## config.mk

```make
export PLATFORM = sky130hd
export DESIGN_NAME = fpu_issue_ctrl
export DESIGN_NICKNAME = d
export VERILOG_FILES = /design/src/rtl/fpu_issue_ctrl.sv
export SDC_FILE = /design/constraint.sdc
export NUM_CORES = 1
export LEC_CHECK = 0
export ABC_AREA = 1
export CAP_MARGIN = 0
export CORE_MARGIN = 2
export CORE_UTILIZATION = 30
export DETAILED_ROUTE_END_ITERATION = 16
export MAX_ROUTING_LAYER = met4
export PLACE_DENSITY = 0.57
export SLEW_MARGIN = 15
export SYNTH_ARGS = -nofsm -noshare
export SYNTH_HDL_FRONTEND = slang
export SYNTH_SLANG_ARGS = --single-unit
```

## constraint.sdc

```tcl
create_clock -name clk -period 3.6 [get_ports clk]
set_clock_uncertainty 0.1 [all_clocks]
set_input_delay 0.72 -clock clk [delete_from_list [all_inputs] [get_ports clk]]
set_output_delay 0.72 -clock clk [all_outputs]
set_load 0.1 [all_outputs]
```

## src/rtl/fpu_issue_ctrl.sv

```systemverilog
// Issue/completion controller for the multi-cycle FPU. It times the op latency, keeps a
// one-entry scoreboard on the destination register, and arbitrates the FP write port.
module fpu_issue_ctrl #(
    parameter int LAT_ADD  = 3,
    parameter int LAT_MUL  = 4,
    parameter int LAT_DIV  = 16,
    parameter int LAT_SQRT = 16,
    parameter int CW       = 5
) (
    input  logic       clk,
    input  logic       rst,
    input  logic       o_p_waitrequest,
    input  logic       issue_valid_i,
    input  logic       op_add_i,
    input  logic       op_sub_i,
    input  logic       op_mul_i,
    input  logic       op_div_i,
    input  logic       op_sqrt_i,
    input  logic [4:0] rd_i,
    input  logic       dec_fp_arith_i,
    input  logic       dec_fp_use_i,
    input  logic [4:0] dec_rs1_i,
    input  logic [4:0] dec_rs2_i,
    input  logic       int_wb_req_i,
    output logic       fpu_start_o,
    output logic [2:0] fpu_op_o,
    output logic       fwb_en_o,
    output logic [4:0] fwb_rd_o,
    output logic       stall_o,
    output logic       busy_o,
    output logic       err_o
);

    typedef enum logic [1:0] {IDLE, EXEC, WB} state_t;

    state_t        state;
    logic [CW-1:0] cnt;
    logic [4:0]    pend_rd;
    logic [4:0]    op_vec;
    logic          op_one_hot;
    logic [2:0]    op_code;
    logic [CW-1:0] lat_m1;
    logic          raw_hit;

    assign op_vec     = {op_sqrt_i, op_div_i, op_mul_i, op_sub_i, op_add_i};
    assign op_one_hot = $onehot(op_vec);

    // Encoding and latency lookup only matter when the select is one-hot.
    always_comb begin
        op_code = 3'd0;
        lat_m1  = CW'(LAT_ADD - 1);
        if (op_sub_i) begin
            op_code = 3'd1;
            lat_m1  = CW'(LAT_ADD - 1);
        end else if (op_mul_i) begin
            op_code = 3'd2;
            lat_m1  = CW'(LAT_MUL - 1);
        end else if (op_div_i) begin
            op_code = 3'd3;
            lat_m1  = CW'(LAT_DIV - 1);
        end else if (op_sqrt_i) begin
            op_code = 3'd4;
            lat_m1  = CW'(LAT_SQRT - 1);
        end
    end

    always_ff @(posedge clk or negedge rst) begin
        if (!rst) begin
            state       <= IDLE;
            cnt         <= '0;
            pend_rd     <= '0;
            fpu_op_o    <= '0;
            fpu_start_o <= 1'b0;
            err_o       <= 1'b0;
        end else begin
            // NOTE: pulse outputs default low each cycle; non-blocking keeps every read on the old state.
            fpu_start_o <= 1'b0;
            err_o       <= 1'b0;
            case (state)
                IDLE: begin
                    if (issue_valid_i && !o_p_waitrequest) begin
                        if (op_one_hot) begin
                            pend_rd     <= rd_i;
                            fpu_op_o    <= op_code;
                            cnt         <= lat_m1;
                            fpu_start_o <= 1'b1;
                            state       <= EXEC;
                        end else begin
                            err_o <= 1'b1;
                        end
                    end
                end
                // The FPU datapath is not frozen by memory stalls, so neither is the count.
                EXEC: begin
                    if (cnt == '0) state <= WB;
                    else           cnt   <= cnt - 1'b1;
                end
                WB: begin
                    if (!int_wb_req_i) state <= IDLE;
                end
                default: state <= IDLE;
            endcase
        end
    end

    assign busy_o   = (state != IDLE);
    assign fwb_en_o = (state == WB) && !int_wb_req_i;
    assign fwb_rd_o = (state == WB) ? pend_rd : 5'd0;

    // Stall holds through the write cycle; the register file has no write-through path.
    assign raw_hit = dec_fp_use_i && ((dec_rs1_i == pend_rd) || (dec_rs2_i == pend_rd));
    assign stall_o = busy_o && (dec_fp_arith_i || raw_hit);

endmodule

```

* Word level (Yosys, flattened, before mapping)
Index checks and enable logic that the tools add are counted.
** Cells by class
- Add/sub/neg operators :: 5
- Equality and inequality tests :: 10
- Muxes and demuxes :: 24
- Reductions and logical operators :: 15
** Operator list (number)
- 5-bit two-way mux :: 4
- 4-bit two-way mux :: 4
- 3-bit two-way mux :: 4
- 5-bit equality test :: 2
- 2-bit inequality test (second input constant) :: 5
- 5-bit one-hot mux with 2 select lines :: 1
- 2-bit two-way mux :: 4
- 4-bit AND reduction :: 2
- 1-bit two-way mux :: 6
- 2-bit one-hot mux with 3 select lines :: 1
- 5-bit zero test :: 1
- 5-bit by 1-bit subtractor with 5-bit output (second input constant) :: 1
- 1-bit by 1-bit adder with 2-bit output :: 2
- 1-bit logical AND :: 4
- 2-bit nonzero test :: 2
- 2-bit by 2-bit adder with 3-bit output :: 1
- 3-bit by 1-bit adder with 3-bit output :: 1
- 3-bit by 1-bit equality test with 1-bit output (second input constant) :: 1
- 3-bit AND reduction :: 1
- 2-bit by 1-bit equality test with 1-bit output (second input constant) :: 1
- 2-bit equality test (second input constant) :: 1
- 1-bit zero test :: 2
- 2-bit zero test :: 1
- 1-bit logical OR :: 2
** Storage, ports and cells
- Bits in registers :: 17
- Input port bits :: 27
- Output and inout port bits :: 13
- Word-level logic and storage cells :: 60

* Depth between registers and ports, before layout
- Depth in word-level cells :: 7
- Depth in mapped cells :: 11
- Depth with buffers taken out :: 11

* Least setup slack after synthesis
OpenSTA, ideal clock, no wires.
- Kind :: input to output
- Start :: input dec_rs1_i[2]
- End :: output stall_o
- Data arrival time :: 2.541 ns
- Required time :: 2.780 ns
- Path slack :: 0.239 ns
- Stages on the path :: 8
- Path buffers :: 0
- Path through :: inv_1 nand2_1 nand2_1 nor2_1 nand3_1 nand2_1 nand2_1 a21oi_1
** On the way
- Cells in the longest elaborated chain, start to end :: 5
** Ends and longest elaborated chain
- from (decl) :: RTL line 22 : input logic [4:0] dec_rs1_i,
- 5-bit equality test :: RTL line 111 : assign raw_hit = dec_fp_use_i && ((dec_rs1_i == pend_rd) || (dec_rs2_i == pend_rd));
- 1-bit logical OR :: RTL line 111
- 1-bit logical AND :: RTL line 111
- 1-bit logical OR :: RTL line 112 : assign stall_o = busy_o && (dec_fp_arith_i || raw_hit);
- 1-bit logical AND :: RTL line 112
- to (decl) :: RTL line 29 : output logic stall_o,
No other way between the ends.

* Worst setup path after layout
- Start :: input op_sub_i
- End :: register cnt[4]
** On the way
- Cells in the longest elaborated chain, start to end :: 6
** Ends and longest elaborated chain
- from (decl) :: RTL line 15 : input logic op_sub_i,
- 1-bit by 1-bit adder with 2-bit output (implied by the code) :: RTL line 46 : assign op_one_hot = $onehot(op_vec);
- 2-bit by 2-bit adder with 3-bit output (implied by the code) :: RTL line 46
- 3-bit by 1-bit adder with 3-bit output (implied by the code) :: RTL line 46
- 3-bit by 1-bit equality test with 1-bit output :: RTL line 46
- 2-bit inequality test (no line)
- 4-bit AND reduction (no line)
- to (signal assigned) :: RTL line 85 : cnt <= lat_m1;
- to (signal assigned) :: RTL line 96 : else cnt <= cnt - 1'b1;
- to (decl) :: RTL line 37 : logic [CW-1:0] cnt;
No other way between the ends.
A chain may end at the register's enable or synchronous reset.

==> impl_metrics.yaml <==
timing:
  drv_slew: 0
  period_share_pct: 90.2
  finalHoldViolCount: 0
  finalSetupViolations: 0
  relSlewSlack_pct: 35.6
  worst_pin_slew_ps: 963
  fmaxAchievable_ghz: 0.308
  finalHoldWorstSlack_ps: 400
  setup_slack_ps: 354
  min_period_ps: 3250
  rsz0062_at_grt: "no"
  tns_ps: 0
grt:
  grt_pass1_wl_um: 4180
  grtUsageTotal_pct: 13.0
  grt_pass1_vias: 1004
  overflow: 0
  grt_max_degree: 18
  grt_antenna_before_repair: 0
clocking:
  cts_tree: "built"
  ctsResizeCount: 0
  insertion_delay_ps: 250
  root_buffer: "clkbuf_8"
  hold_buffers: 0
  clkTransAtPathRegs_ps: 70
  clock_path_buffers: 2
  numCtsBuffers: 3
  post_cts_buffers: 0
  htree_levels: 1
  cts_sinks: 17
worst_setup_path:
  slowest_stage: "fa_1"
  cp_cell_sequence: "clkdlybuf4s50_1 > inv_1 > fa_1 > inv_1 > fa_1 > ha_1 > nor3b_2 > nand2_4 > nand2_4 > nand2_1 > nor2_1 > nor3_2"
  regToRegSetupSlack_ps: 2150
  r2r-end: "cnt[4]"
  reg2reg_depth: 8
  critPathMaxStageDelay_ps: 510
  critPathArrivalTime_ps: 3280
  end_kind: "flop"
  r2r_start: "cnt[0]"
  crit_start: "op_sub_i"
  worst_setup_path_start_kind: "input pin"
  critPathRequiredTime_ps: 3640
  path_max_fanout: 10
  crit_type: "in2reg"
floorplanning:
  die_y_um: 64.7
  core_um2: 3610
  initial_core_util_pct: 30.6
  io_pins: 40
  die_area_um2: 4180
  rows: 22
  fp.dieW_um: 64.7
pwr:
  fin_total_pwr_mw: 1.06
  p_per_area_nw_per_um2: 667
  power.static_leakage_nw: 0.808
  p_clk_share_pct: 13.8
  seq_power_share_pct: 30.0
  p_comb_share_pct: 56.2
  p_sw_share_pct: 50.6
  p_int_mw: 0.525
  irDropWorstVdd_mv: 0.266
  switchingPower_mw: 0.537
detailed_routing:
  via_count: 1048
  vias_per_cell: 4.28
  drc: 0
  firstDrtPassIters: 4
  wl_per_cell_um: 9.97
  final_antenna_net_count: 0
  drt_iter0_markers: 24
  routed_wl_um: 2440
logic_synthesis:
  syn_inst: 154
  ys_ff_latch: 17
  netlist_area_um2: 1100
  syn_nets: 186
  synthDistinctLibCells: 24
  seq_area_frac_synth_pct: 38.5
  ys_warn_count: 0
  avgSynthCellArea_um2: 7.17
placed_design:
  io_buffers: 39
  place_area_um2: 1540
  dpl_worst_slack_ps: 83.8
  finalWeightedCongestion: 0.799
  place_inst: 241
  post-dp-hpwl_um: 1960
cells_and_area:
  layout-area-overhead-vs-synth_pct: 44.2
  fin_cells: 245
  finalCoreUtilization_pct: 44.2
  seq_area_um2: 425
  multiInputGateArea_um2: 548
  diodes: 0
  drive_above_1_share_pct: 11.2
  fin_nets: 230
  fin_area_um2: 1590
  fillers: 354
outcome:
  run_status: "complete, no violations"
hold_path:
  min_path_cells: 2
  hold_start: "fpu_op_o[1]"
  hold_end: "fpu_op_o[1]"
  hold_path.class: "reg2reg"
flow_run:
  maxCapViolCount: 0
## layout make-up
type | instances | area share [%]
multi-input combinational | 104 | 34.4
sequential | 17 | 26.7
timing repair buffer | 40 | 24.5
inverter | 32 | 7.54
tap | 48 | 3.77
clock buffer | 3 | 2.59
clock inverter | 1 | 0.471
## state kept, by name, summed over array words and instances, names as in the netlist
signal,cells
cnt,5
err_o,1
fpu_op_o,3
fpu_start_o,1
pend_rd,5
state,2
## power groups by stage
stage / Combinational [mW] / Clock (mW) / Sequential [mW]
finish: 0.597 / 0.146 / 0.319
global route: 0.650 / 0.161 / 0.329
CTS: 0.602 / 0.153 / 0.319
detailed placement: 0.600 / 0 / 0.322
floorplan: 0.345 / 0 / 0.415
global placement: 0.592 / 0 / 0.321
## critical path: cells and delay by family
family / cells / cell delay [ps]
fa+ha+maj: 3 / 1160
buf+inv: 3 / 630
simple gates: 6 / 770
## cells in the final DEF (no fill, tap or decap)
cell	count
fa_1	2
clkdlybuf4s50_1	31
o22ai_1	1
clkinvlp_4	1
inv_2	2
nand3_1	4
nor3_1	4
nor3_2	1
o2111ai_1	1
nand4_1	1
ha_1	3
nor2_1	18
inv_1	30
clkbuf_8	3
a31oi_1	2
nor2_2	1
buf_4	8
nand2_2	1
buf_12	1
a21oi_1	4
nand2_1	42
nand2_4	2
nor3b_2	1
nor2_4	1
xnor2_1	2
dfrtp_1	17
o21ai_1	1
o21ai_0	12
## worst max-delay path by stage
stage	end	slack, ps	cells after the start
floorplan	stall_o	240	8
global placement	cnt[4]	150	12
detailed placement	cnt[4]	80	12
CTS	cnt[4]	340	12
global route	cnt[4]	180	12
finish	cnt[4]	350	12
## synthesized netlist by cell type, drive strengths merged
master / number / area, um2
a21oi: 4 / 20.0
inv: 32 / 120
nand2: 45 / 186
nand3: 4 / 20.0
fa: 2 / 40.0
dfrtp: 17 / 425
nor2: 20 / 85.1
ha: 3 / 37.5
o21ai: 13 / 65.1
nor3: 5 / 30.0
nand4: 1 / 6.26
o2111ai: 1 / 8.76
o22ai: 1 / 6.26
buf: 1 / 11.3
xnor2: 2 / 17.5
a31oi: 2 / 12.5
nor3b: 1 / 12.5
## per-layer routing
layer	vias to the layer above	share of wire [%]	global-route usage (%)
met2	25	49	22.7
li1	558	-	-
met1	465	47	15.7
met3	0	4.7	2.26
met5	-	0	-
met4	0	0	3.19
## cell families (layout without fill, tap and decap cells)
logic type | count (synthesis) | count (layout) | share of synthesized area, %
and+or+nand+nor | 76 | 76 | 30.8
AOI/OAI and AO/OA | 21 | 21 | 10.2
DFF | 17 | 17 | 38.5
buffers and inverters | 33 | 76 | 11.9
xor gates and xnor gates | 2 | 2 | 1.59
adders and majority gates | 5 | 5 | 7.02
No activity file was read; power rests on OpenSTA's default activity.
